`config.mk`:
```
export PLATFORM = sky130hd
export DESIGN_NAME = writeback_stage
export DESIGN_NICKNAME = d
export VERILOG_FILES = /design/src/rtl/writeback_stage.sv
export SDC_FILE = /design/constraint.sdc
export NUM_CORES = 1
export LEC_CHECK = 0
export ABC_AREA = 1
export BUFFER_PORTS_ARGS = -buffer_cell sky130_fd_sc_hd__buf_2
export CAP_MARGIN = 10
export CORE_MARGIN = 1
export CORE_UTILIZATION = 48
export DETAILED_ROUTE_END_ITERATION = 7
export GPL_ROUTABILITY_DRIVEN = 0
export PLACE_DENSITY_LB_ADDON = 0.08
export SLEW_MARGIN = 15
export SYNTH_ARGS = -nofsm -noshare
export SYNTH_HDL_FRONTEND = slang
export SYNTH_SLANG_ARGS = --single-unit
```
`constraint.sdc`:
```
create_clock -name clock -period 1.7 [get_ports clock]
set_input_delay 0.085 -clock clock [delete_from_list [all_inputs] [get_ports clock]]
set_output_delay 0.085 -clock clock [all_outputs]
set_load 0.005 [all_outputs]
```
`src/rtl/writeback_stage.sv`:
```
// Final pipeline stage: selects and formats the writeback value, drives the register
// file write port from registers, halts on illegal requests and counts retirements.
module writeback_stage #(
  parameter int WORD_SIZE   = 32,
  parameter int COUNT_WIDTH = 16
) (
  input  logic                   clock,
  input  logic                   reset_n,
  input  logic                   in_valid,
  output logic                   in_ready,
  input  logic                   in_reg_write,
  input  logic [4:0]             in_rd,
  input  logic [1:0]             in_wb_sel,
  input  logic [WORD_SIZE-1:0]   in_alu_result,
  input  logic [WORD_SIZE-1:0]   in_load_data,
  input  logic [WORD_SIZE-1:0]   in_pc_plus4,
  input  logic [2:0]             in_funct3,
  input  logic [1:0]             in_byte_off,
  input  logic                   halt_clear,
  output logic                   write_enable,
  output logic [4:0]             write_addr,
  output logic [WORD_SIZE-1:0]   write_data,
  output logic                   halted,
  output logic [1:0]             err_code,
  output logic [COUNT_WIDTH-1:0] retire_count
);

  localparam logic [0:0] RUN  = 1'b0;
  localparam logic [0:0] HALT = 1'b1;

  logic [0:0]           state;
  logic [1:0]           fault_code;
  logic                 accept;
  logic                 fault;
  logic [7:0]           byte_lane;
  logic [15:0]          half_lane;
  logic [WORD_SIZE-1:0] load_value;
  logic [WORD_SIZE-1:0] wb_value;

  assign in_ready = (state == RUN);
  assign halted   = (state == HALT);
  assign accept   = in_valid && in_ready;
  assign fault    = (fault_code != 2'b00);

  // Fault priority: reserved select, then unknown load type, then misalignment.
  always_comb begin
    fault_code = 2'b00;
    if (in_wb_sel == 2'b11) begin
      fault_code = 2'b01;
    end else if (in_wb_sel == 2'b01) begin
      case (in_funct3)
        3'b011, 3'b110, 3'b111: fault_code = 2'b10;
        3'b001, 3'b101: if (in_byte_off[0]) fault_code = 2'b11;
        3'b010: if (in_byte_off != 2'b00) fault_code = 2'b11;
        default: ;
      endcase
    end
  end

  assign byte_lane = in_load_data[{in_byte_off, 3'b000} +: 8];
  assign half_lane = in_load_data[{in_byte_off[1], 4'b0000} +: 16];

  always_comb begin
    case (in_funct3)
      3'b000:  load_value = {{(WORD_SIZE-8){byte_lane[7]}}, byte_lane};
      3'b100:  load_value = {{(WORD_SIZE-8){1'b0}}, byte_lane};
      3'b001:  load_value = {{(WORD_SIZE-16){half_lane[15]}}, half_lane};
      3'b101:  load_value = {{(WORD_SIZE-16){1'b0}}, half_lane};
      default: load_value = in_load_data;
    endcase
  end

  always_comb begin
    case (in_wb_sel)
      2'b01:   wb_value = load_value;
      2'b10:   wb_value = in_pc_plus4;
      default: wb_value = in_alu_result;
    endcase
  end

  always_ff @(posedge clock or negedge reset_n) begin
    if (!reset_n) begin
      state        <= RUN;
      write_enable <= 1'b0;
      write_addr   <= '0;
      write_data   <= '0;
      err_code     <= 2'b00;
      retire_count <= '0;
    end else begin
      write_enable <= accept && !fault && in_reg_write && (in_rd != 5'd0);
      if (accept && !fault && in_reg_write && (in_rd != 5'd0)) begin
        write_addr <= in_rd;
        write_data <= wb_value;
      end
      if (accept && fault) begin
        state    <= HALT;
        err_code <= fault_code;
      end else if (accept) begin
        retire_count <= retire_count + COUNT_WIDTH'(1);
      end
      if (state == HALT && halt_clear) begin
        state    <= RUN;
        err_code <= 2'b00;
      end
    end
  end

endmodule

```
==> run summary, run 1 <==
For the number of antenna violations at the first check in global routing, the log shows 0. Across all layers, the routed design uses 4466 vias. In this run the tool buffered the top-level ports with 170 buffer cells.

The worst setup slack for register-to-register paths is 190 ps, and the hold violation count in the final report is 0. The launching element type of the critical path is a flop. The shortest period the worst path allows works out to 1505 ps. The number of cells on the worst reg-to-reg path is 7. Maximum number of pins on one net before global-route repair: 56. The design draws 4.643 mW.

Share of Yosys cell area claimed by the top area cell type: 37.21%. The logs give 1740 ps for the arrival time at the worst endpoint and 0 for the max-capacitance violation count. In this run the worst hold path is classified as in -> reg. The wire length per cell came out at 13.71 µm.

The number of enable flip-flop cells after synthesis came out at 0. The logs give 194.8 ps for the post-layout worst setup margin and 51.88 ps for the final worst hold slack. Area inside the core boundary: 0.007727 mm². The clock tree synthesis step divided the H-tree into 3 levels. The logs give 25.3% for the clock network fraction of design power and 10.76 ps for the final setup skew. The run gives 8.838 mm as the detailed placement HPWL.

Source of the critical timing path: retire_count[0]. Setup repair after global routing left no endpoint under its margin. For this configuration, the core starts out at a cell density of 49.61%. The category of the critical setup timing path was reg -> reg.

The share of flip-flops with an asynchronous set or reset came out at 100.0%. The floorplan step defined a die boundary enclosing 0.008348 mm². In this run, placement finished with an instance count of 855. The transition at the pin with the smallest max-transition slack works out to 560.4 ps. The count of buffer and inverter cells on the critical path is 1, and the die outline width is 91.37 µm. The number of setup buffers added after CTS is 0, and the number of design rule violations left after detail routing is 0. The number of nets in the synthesized netlist is 717. The clock input transition at the sequential cells of the worst setup and hold paths is 80 ps. The tree built by TritonCTS fans out to 57 sinks. Global routing finished with a remaining overflow of 0. The area growth from synthesis to layout works out to 32.08%. The timing endpoint of the critical path was retire_count[14]. Measured along the y axis, the die boundary spans 91.37 µm. Along the worst path, the maximum fanout reaches 4. The run gives 32 as the site row count.

The most repeated cell in the gate-level netlist after synthesis is nand2_1. The static power due to leakage is 2.898 nW. Setup violations remaining at the end of the flow were counted as 0.

The final routed wirelength across all metal layers is 12.04 mm, and the post-synthesis instance total is 600. Yosys attributes the largest share of cell area to dfrtp_1 37%, nand2_1 23%, nor2_1 11%, a21oi_1 5.2%, nand3_1 4.2%. The endpoint of the worst-slack reg-to-reg timing path is retire_count[14]. Share of power burned in combinational logic: 32.8%.

At the later pin of the worst-skew pair, clock insertion delay measures 340 ps. For the final routed database, the setup TNS stands at 0 ps. TritonCTS created 9 clock buffers. The portion of the clock cycle consumed by the worst path in the final layout is 88.54%, and the placement-stage cell area is 0.004803 mm². The critical path data required time was 1930 ps.

Using the TritonRoute via totals, the vias-per-cell ratio works out to 5.087. The finished cells cover 0.005064 mm². The number of pins exceeding their max-slew limit in the final report was 0. The wire length of the first global-routing pass was 20.12 mm; the post-synthesis cell type count was 27. In the synthesized netlist the dominant register cell turns out to be dfrtp_1. Of the total power, the share spent switching nets is 35.94%. For the overall fraction of global-route tracks in use, the log shows 30.62%. The first routing iteration left 288 violations. The critical path goes through ha_1 > inv_1 > nor2_1 > nand4_1 > nor2_1 > nand2_1 > xor2_1. In this run the deepest clock path goes through 2 buffers. TritonCTS built the clock tree. For the combined area of all synthesized cells, the log shows 0.003834 mm².

Average cell area after synthesis: 6.389 µm². By instance count, the cell type seen most on the critical path is nor2_1. The flip-flop and latch count after synthesis was 57.

The critical path runs through a total of 7 cells. 0 antenna diodes ended up in the layout. Based on the critical path, the design can be clocked at up to 664.3 MHz. The run gives 0 as the number of warning messages in the yosys log. Worst slew margin relative to its limit: 62.60%. After synthesis, the most frequently instantiated cells are 233 x nand2_1, 109 x nor2_1, 57 x dfrtp_1, 40 x a21oi_1, 32 x nand3_1. The flow ran to the end, and the final reports show no timing, DRC or antenna violations. On the critical path, the stage with the largest delay is an instance of dfrtp_1. The tools report the via count of the first global-routing pass as 4161. The final standard cell count with taps included and fillers excluded was 878; the switching component of the power was 1.669 mW.

Among cell families on the critical path, the largest total delay comes from simple AND/OR/NAND/NOR gates. The final layout contains 888 nets. The highest cell delay on the worst timing path was 400 ps; the sequential area share after synthesis was 37.21%. The share of post-route cells with drive strength above 1 works out to 28.87%.

The power per standard cell area was 916.9 mW/mm². CTS placed an instance of clkbuf_8 at the clock tree root. The worst-case IR drop observed on VDD is 0.0004761 V. The design internal power came out at 2.974 mW. The tools report the worst-case setup slack after placement as 87.89 ps. The largest total area in the synthesized netlist belongs to dfrtp_1.

Pin placement for this block handled 171 I/O pins. The share of total power in sequential cells is 41.8%, and the number of nets still failing antenna checks after routing is 0. The tools report the critical path capture point type as a flop. The startpoint of the tightest hold check path is in_pc_plus4[20]. The first-pass detailed-route iteration total was 5. The startpoint identified for the worst register-to-register timing path is retire_count[0]. The utilization after layout was 65.53%. Counting the fill cells in the layout gives 712.
## routing by layer
layer / track usage [%] / wire (µm)
met5: 0 / 0
met4: 12.17 / 310
met3: 4.355 / 951
met1: 42.67 / 5356
met2: 47.98 / 5416
## flip-flops by register name, summed over array words and instances, names as in the netlist
name	cells
write_enable	1
err_code	2
write_data	32
retire_count	16
write_addr	5
halted	1
## cell usage in the layout (no fill, tap or decap), types with 9 or more instances in the layout
cell type,Yosys,layout
a21oi_1,40,40
nand2_1,233,233
buf_2,5,170
o21ai_0,12,11
clkbuf_8,0,10
xor2_1,10,10
nand3_1,32,32
or2_2,14,14
dfrtp_1,57,57
inv_1,24,24
buf_4,4,9
nor2_1,109,108
## power groups by stage
stage | Clock [mW] | Sequential (mW) | Combinational (mW)
after floorplan | 0 | 1.97 | 0.750
after global placement | 0 | 1.96 | 1.47
after detailed placement | 0 | 1.95 | 1.51
after CTS | 1.20 | 1.94 | 1.53
after global routing | 1.24 | 1.99 | 1.73
final | 1.18 | 1.94 | 1.52
## timing repair
item / in CTS / in global routing
hold endpoints to repair: 22 / 0
hold buffers: 7 / 0
gates resized for setup: 0 / 3
setup endpoints to repair: 0 / 42
## final cells by class
class / instances / area [µm²] / share of cell area [%]
sequential: 57 / 1426 / 28.17
clock inverter: 6 / 42.54 / 0.8401
inverter: 27 / 101.3 / 2.001
timing repair buffer: 190 / 1069 / 21.10
clock buffer: 10 / 137.6 / 2.718
multi-input combinational: 486 / 2160 / 42.65
tap: 102 / 127.6 / 2.520
## tightest hold or removal path, delay by kind of cell
kind / cells / cell delay (ps)
AOI/OAI and AO/OA: 1 / 50
and+or+nand+nor: 3 / 150
buffers and inverters: 1 / 80
## kinds of logic (layout without fill, tap and decap cells)
group,after synthesis,count (layout),synth area share (%)
AOI/OAI and AO/OA,62,62,8.551
and+or+nand+nor,407,407,43.24
xor gates and xnor gates,13,13,2.970
adders and majority gates,4,4,1.306
buffers and inverters,57,233,6.723
DFF,57,57,37.21
## worst min-delay path by stage
| stage | end | slack, ps | depth (start not counted) |
|---|---|---|---|
| global route | write_data[30] | 70 | 5 |
| CTS | write_data[28] | 40 | 5 |
| global placement | write_data[11] | 60 | 1 |
| floorplan | err_code[0] | -210 | 0 |
| detailed placement | write_data[11] | 60 | 1 |
| finish | write_data[20] | 50 | 5 |
Note: power is estimated with default switching activity, not from simulation.
==> run 2: changes to the inputs <==
Settings changed: CTS_CLUSTER_SIZE from default to 25.
Clock period 1.7 ns to 1.65 ns, I/O delays scaled along.
==> run summary, run 2 (synthesized netlist as in run 1, its figures left out) <==
Category of the critical setup timing path: in -> reg. The via count of the first global-routing pass is 4155, and the share of post-route cells with drive strength above 1 is 29.45%. The net count of the finished layout is 893. The number of port buffers was 170. The flow ran to the end, and the final reports show no timing, DRC or antenna violations. The timing-limited maximum frequency came out at 668.4 MHz. The clock input transition at the sequential cells of the worst setup and hold paths was 70 ps; the cell count of the worst hold path was 5.

The die outline width came out at 91.37 µm. The worst hold path begins at in_pc_plus4[29]. Setup repair after global routing left no endpoint under its margin.

TritonCTS built the clock tree. The analysis attributes to cell leakage a power of 2.942 nW. Max-cap violations in this run came to 0. The logs give 0.007727 mm² for the area inside the core boundary and 0 for the number of antenna violations at the first check in global routing.

Power per standard cell area: 964.0 mW/mm². The tree is rooted in a clkbuf_8. The area growth from synthesis to layout came out at 34.30%. The worst hold path belongs to the class in -> reg. The count of pins on the block boundary is 171, and the number of pins exceeding their max-slew limit in the final report is 0. Power comes to 4.963 mW.

Accumulated negative setup slack: 0 ps. Most repeated library cell on the critical path: nand2_1. The tools report the site row count as 32. Including well taps, the total number of placed cells is 860. At the pin with the least slew margin, the transition time is 567.2 ps.

In this run the critical register-to-register path is launched from halted. In the finished design, the share of the clock period the worst path needs comes to 90.67%. In this run the tightest slew margin relative to its limit is 62.18%.

The register with the most flip-flops in the layout has 32 of them. The run gives 0 as the leftover overflow at the end of global routing. In the final routed layout, each cell accounts on average for 13.76 µm. The H-tree was split into 3 levels. The number of setup violations in the final report came out at 0. The tools report the utilization after layout as 66.63%. The highest cell delay on the worst timing path is 540 ps.

The worst setup slack for register-to-register paths is 160 ps. On the critical path, the stage with the largest delay is an instance of dlygate4sd3_1. The routed layout has 4502 vias. Most common library cell in the layout ignoring fill and taps: nand2_1. Number of cells traversed by the worst register-to-register path: 8. Summed over all nets, the half-perimeter wirelength after detailed placement is 8.990 mm.

Clock skew on the completed layout was measured at 9.118 ps. At the later pin of the worst-skew pair, clock insertion delay measures 340 ps. The clock drives 57 sinks. End point of the most critical hold path: write_data[29]. The hold violation count in the final report came out at 0. Leaving out fill and tap cells, the most frequent cells in the layout are 233 x nand2_1, 170 x buf_2, 108 x nor2_1. Traced cell by cell, the critical path runs through dlygate4sd3_1 > buf_2 > nor2_1 > nand2_1 > o21ai_2 > nand3b_2 > inv_1 > buf_4 > nand3_1 > nand2_1. Counting the buffers created by CTS gives 9. Timing analysis after detailed placement gives a worst setup slack of 72.75 ps. After detailed routing, the number of remaining DRC violations is 0. No sink is reached through more buffers than the 2 on the longest clock path. Once routing completed, OpenROAD measured the worst setup slack at 153.9 ps. VDD sags by at most 0.0005105 V.

The first detailed-routing pass ran for 5 iterations. The critical path data required time was 1870 ps; the highest fanout seen on the critical path was 14. The endpoint identified for the worst register-to-register timing path is write_data[10]. The die is 91.37 µm tall. The worst setup path is captured at a flop. In this run, the number of DRC markers left after iteration 0 of detailed routing was 265.

The floorplan step defined a die boundary enclosing 0.008348 mm². Entering global routing, the biggest net connects 40 pins. The repair_antennas step left the layout with diodes totalling 0.

The logs give 0 for the number of nets still failing antenna checks after routing and 19.62 mm for the wire length of the first global-routing pass. The final layout contains routed wiring with a total length of 12.15 mm. Leaving out filler cells and counting taps, the final layout contains 883. The overall fraction of global-route tracks in use came out at 29.78%. Register bank with the most flops: write_data. For the worst setup path, the data arrival time is 1720 ps. Once the floorplan was initialized, standard cells occupied 49.61% of the core. Counting I/O delays and the setup requirement, the final critical path takes 1496 ps.

In the final layout, the registers with the most flip-flops are write_data (32), retire_count (16), write_addr (5). The post-detailed-route via-to-cell ratio works out to 5.099. The worst setup path is launched from a primary input.
## run 2: cell count changes in the layout (fill, tap and decap cells not counted), sizes merged
cell / previous run / this run
clkinvlp: 2 / 1
clkinv: 3 / 2
inv: 28 / 27
buf: 183 / 188
bufinv: 0 / 1
clkbuf: 10 / 12
## run 2: stage by stage
step | hold WS, ps | cell area [µm²]
2_1_floorplan | -213.1 | 3834
3_3_place_gp | 95.53 | 4853
3_5_place_dp | 94.77 | 4853
4_1_cts | 49.33 | 5130
5_1_grt | 58.44 | 5149
6_report | 51.43 | 5149
## run 2: worst max-delay path: cells and delay by family
kind	cells	cell delay (ps)
simple gates	5	530
buf+inv	4	930
compound gates	1	160
## run 2: worst max-delay path by stage
stage	start	to	slack (ps)
floorplan	halted	retire_count[4]	250
global route	halted	write_data[10]	20
global placement	halted	retire_count[4]	170
detailed placement	halted	retire_count[4]	70
finish	in_rd[1]	write_data[10]	150
CTS	in_rd[3]	write_data[13]	20
## run 2: area by class of cell
class / instances / area, µm²
tap: 102 / 127.6
multi-input combinational: 486 / 2168
sequential: 57 / 1426
fill: 725 / 2579
inverter: 27 / 101.3
timing repair buffer: 195 / 1119
clock buffer: 12 / 155.1
clock inverter: 4 / 51.30
## run 2: timing repair
| item | in CTS | in global routing |
|---|---|---|
| buffers inserted | 0 | 0 |
| resized for setup | 0 | 5 |
| hold buffers | 7 | 0 |
| hold endpoints to repair | 24 | 0 |
| endpoints found under the setup margin | 0 | 43 |
## run 2: where the power goes
group / internal (mW) / total (mW) / switching, mW / leakage (nW)
logic: 0.734 / 1.59 / 0.858 / 2.12
clock network: 0.780 / 1.37 / 0.585 / 0.103
registers: 1.76 / 2.01 / 0.250 / 0.717
total: 3.27 / 4.96 / 1.69 / 2.94
## run 2: per-layer routing
layer | track usage, % | vias to the layer above | part of all wire [%]
met5 | 0 | - | 0
met4 | 13.36 | 0 | 2.9
met3 | 6.365 | 27 | 8.2
met2 | 46.46 | 235 | 45
met1 | 39.68 | 2003 | 44
li1 | - | 2237 | -
==> run 3: changes to the inputs <==
Settings changed: CORE_MARGIN 1 to 10, SLEW_MARGIN 15 to default.
==> run summary, run 3 (synthesized netlist as in run 1, its figures left out) <==
Along the worst path, the maximum fanout reaches 39. The floorplan has 32 rows. Hold timing on the final database bottoms out at a slack of 47.59 ps. For this run, the share of the core covered by cells in the final layout is 65.98%.

The starting density of the core was 49.36%; the number of pins exceeding their max-slew limit in the final report was 0. The wire length per cell is 15.24 µm. TritonCTS built the clock tree. The final setup skew is 10.03 ps, and the leftover overflow at the end of global routing is 0.

Via count of the first global-routing pass: 4439. The highest layer used for signal routing was met4. Setup repair after global routing left no endpoint under its margin. The run gives 1760 ps as the arrival time at the worst endpoint. The tools report the startpoint of the tightest hold check path as in_pc_plus4[23].

The run gives 0 as the max-capacitance violation count. The number of clock buffers added by TritonCTS is 9. The number of H-tree levels was 3.

The met3 routed wirelength is 1.331 mm, and the die boundary height is 109.4 µm. The number of flip-flops under the largest register name works out to 32. In the final layout, the registers with the most flip-flops are write_data (32), retire_count (16), write_addr (5). The shortest period the worst path allows is 1530 ps, and the portion of the clock cycle consumed by the worst path in the final layout is 92.72%. Critical path capture point type: a flop. The clock input transition at the sequential cells of the worst setup and hold paths is 70 ps, and the number of antenna violations at the first check in global routing is 0.

For this design the ratio of total power to cell area is 970.0 mW/mm². The cell count of the worst hold path works out to 5. Measured in cells, the most critical reg-to-reg path has a length of 6.

At the worst endpoint, the required time is 1880 ps. Most common library cell in the layout ignoring fill and taps: nand2_1. Entering global routing, the biggest net connects 58 pins. For this design the static power due to leakage is 2.930 nW. The post-detailed-route via-to-cell ratio is 5.033. The detailed router put a total of 5.800 mm of wire on met1. The tools report the clock root buffer master as clkbuf_8. In this run the tightest slew margin relative to its limit is 68.71%.

The routed layout has 4449 vias. The worst setup slack for register-to-register paths was 130 ps; the wire length on met2 was 6.151 mm. Counting flops per register, the top entry is write_data.

Global routing consumed, over all layers together, 21.87% of the routing resources. For the timing-limited maximum frequency, the log shows 653.6 MHz. At the later pin of the worst-skew pair, clock insertion delay measures 330 ps. The final layout contains routed wiring with a total length of 13.47 mm.

The startpoint identified for the worst register-to-register timing path is halted. The logs give 21.41 mm for the wire length of the first global-routing pass and 0.01196 mm² for the area enclosed by the die boundary. The logs give 0 for the number of design rule violations left after detail routing and 0 for the number of setup violations in the final report.

The number of clock sinks seen by CTS is 57, and the count of pins on the block boundary is 171. The worst-case IR drop observed on VDD is 0.0005919 V. The run gives 0 as the hold violation count in the final report.

The detailed placement HPWL was 10.39 mm; the accumulated negative setup slack was 0 ps. The number of buffers between clock root and the deepest sink was 2; the number of setup buffers added after CTS was 0. The core region is 0.007767 mm². Filler cell count: 748.

Relative to the synthesized area, the layout overhead comes to 33.68%. The path with the worst hold slack has its endpoint at write_data[23]. In the layout the commonest cells are 233 x nand2_1, 170 x buf_2, 108 x nor2_1. By startpoint and endpoint, the worst setup path is classified as in -> reg.

The run finished with clean final reports. The pre-antenna-repair detailed-routing pass consisted of 5 iterations. The die outline width is 109.4 µm. Launching element type of the critical path: a primary input. The number of port buffers works out to 170. Cells with a size suffix above 1 make up 29.10% of the layout. The count of nets left with antenna violations once routing finished came out at 0. The detailed router finished its first iteration with 245 violations. After the last flow step, the layout net total stands at 892. The path category of the worst min-delay check was in -> reg. For the pin with the worst max-slew slack, the measured transition is 468.4 ps. The endpoint of the worst-slack reg-to-reg timing path is retire_count[14].
[run 3: cell count changes in the layout (fill, tap and decap cells not counted), sizes merged]
cell,previous run,this run
buf,188,187
diode,0,2
[run 3: metrics by stage]
step	area, µm²	worst slack [ps]	power (mW)	std cells
CTS	5110	60.45	5.007	882
finish	5125	120.1	4.971	884
global route	5120	21.19	5.320	882
floorplan	3834	247.7	2.805	600
global placement	4833	155.8	3.572	859
detailed placement	4833	77.11	3.611	859
[run 3: worst max path at each step]
stage / slack, ps / from / cells after the start / endpoint
2_1_floorplan: 250 / halted / 6 / retire_count[4]
3_3_place_gp: 160 / halted / 6 / retire_count[4]
3_5_place_dp: 80 / halted / 6 / retire_count[14]
4_1_cts: 60 / halted / 6 / retire_count[14]
5_1_grt: 20 / in_rd[3] / 10 / write_data[26]
6_report: 120 / in_rd[1] / 10 / write_data[22]
[run 3: what timing repair did]
item                                   in CTS  in global routing
hold buffers                                7                  0
resized for setup                           0                  3
endpoints found under the hold margin      63                  0
setup endpoints to repair                   0                 42
[run 3: cell type report]
type                            count  area (µm²)  share of cell area [%]
Multi-Input combinational cell    486        2160                   42.14
Antenna cell                        2       5.005                 0.09766
Sequential cell                    57        1426                   27.83
Clock inverter                      4       51.30                   1.001
Timing Repair Buffer              194        1099                   21.44
Inverter                           27       101.3                   1.978
Tap cell                          102       127.6                   2.490
Clock buffer                       12       155.1                   3.027
[run 3: where the power goes]
part	leakage (nW)	internal [mW]	switching, mW
Sequential	0.717	1.76	0.247
Clock	0.103	0.781	0.585
Combinational	2.11	0.731	0.872
[run 3: worst max-delay path: stages]
cell and delay, ps:
dlygate4sd3_1 540, buf_2 130, nor2_1 90, nand2_1 50, o21ai_1 220, nand3b_2 220
buf_12 210, nor2_1 60, nand2_1 70, nand2_1 50
[run 3: layer usage]
layer	up-vias	track usage [%]
met5	-	0
met4	0	5.390
met3	19	6.437
met2	186	35.60
met1	2009	27.90
li1	2235	-
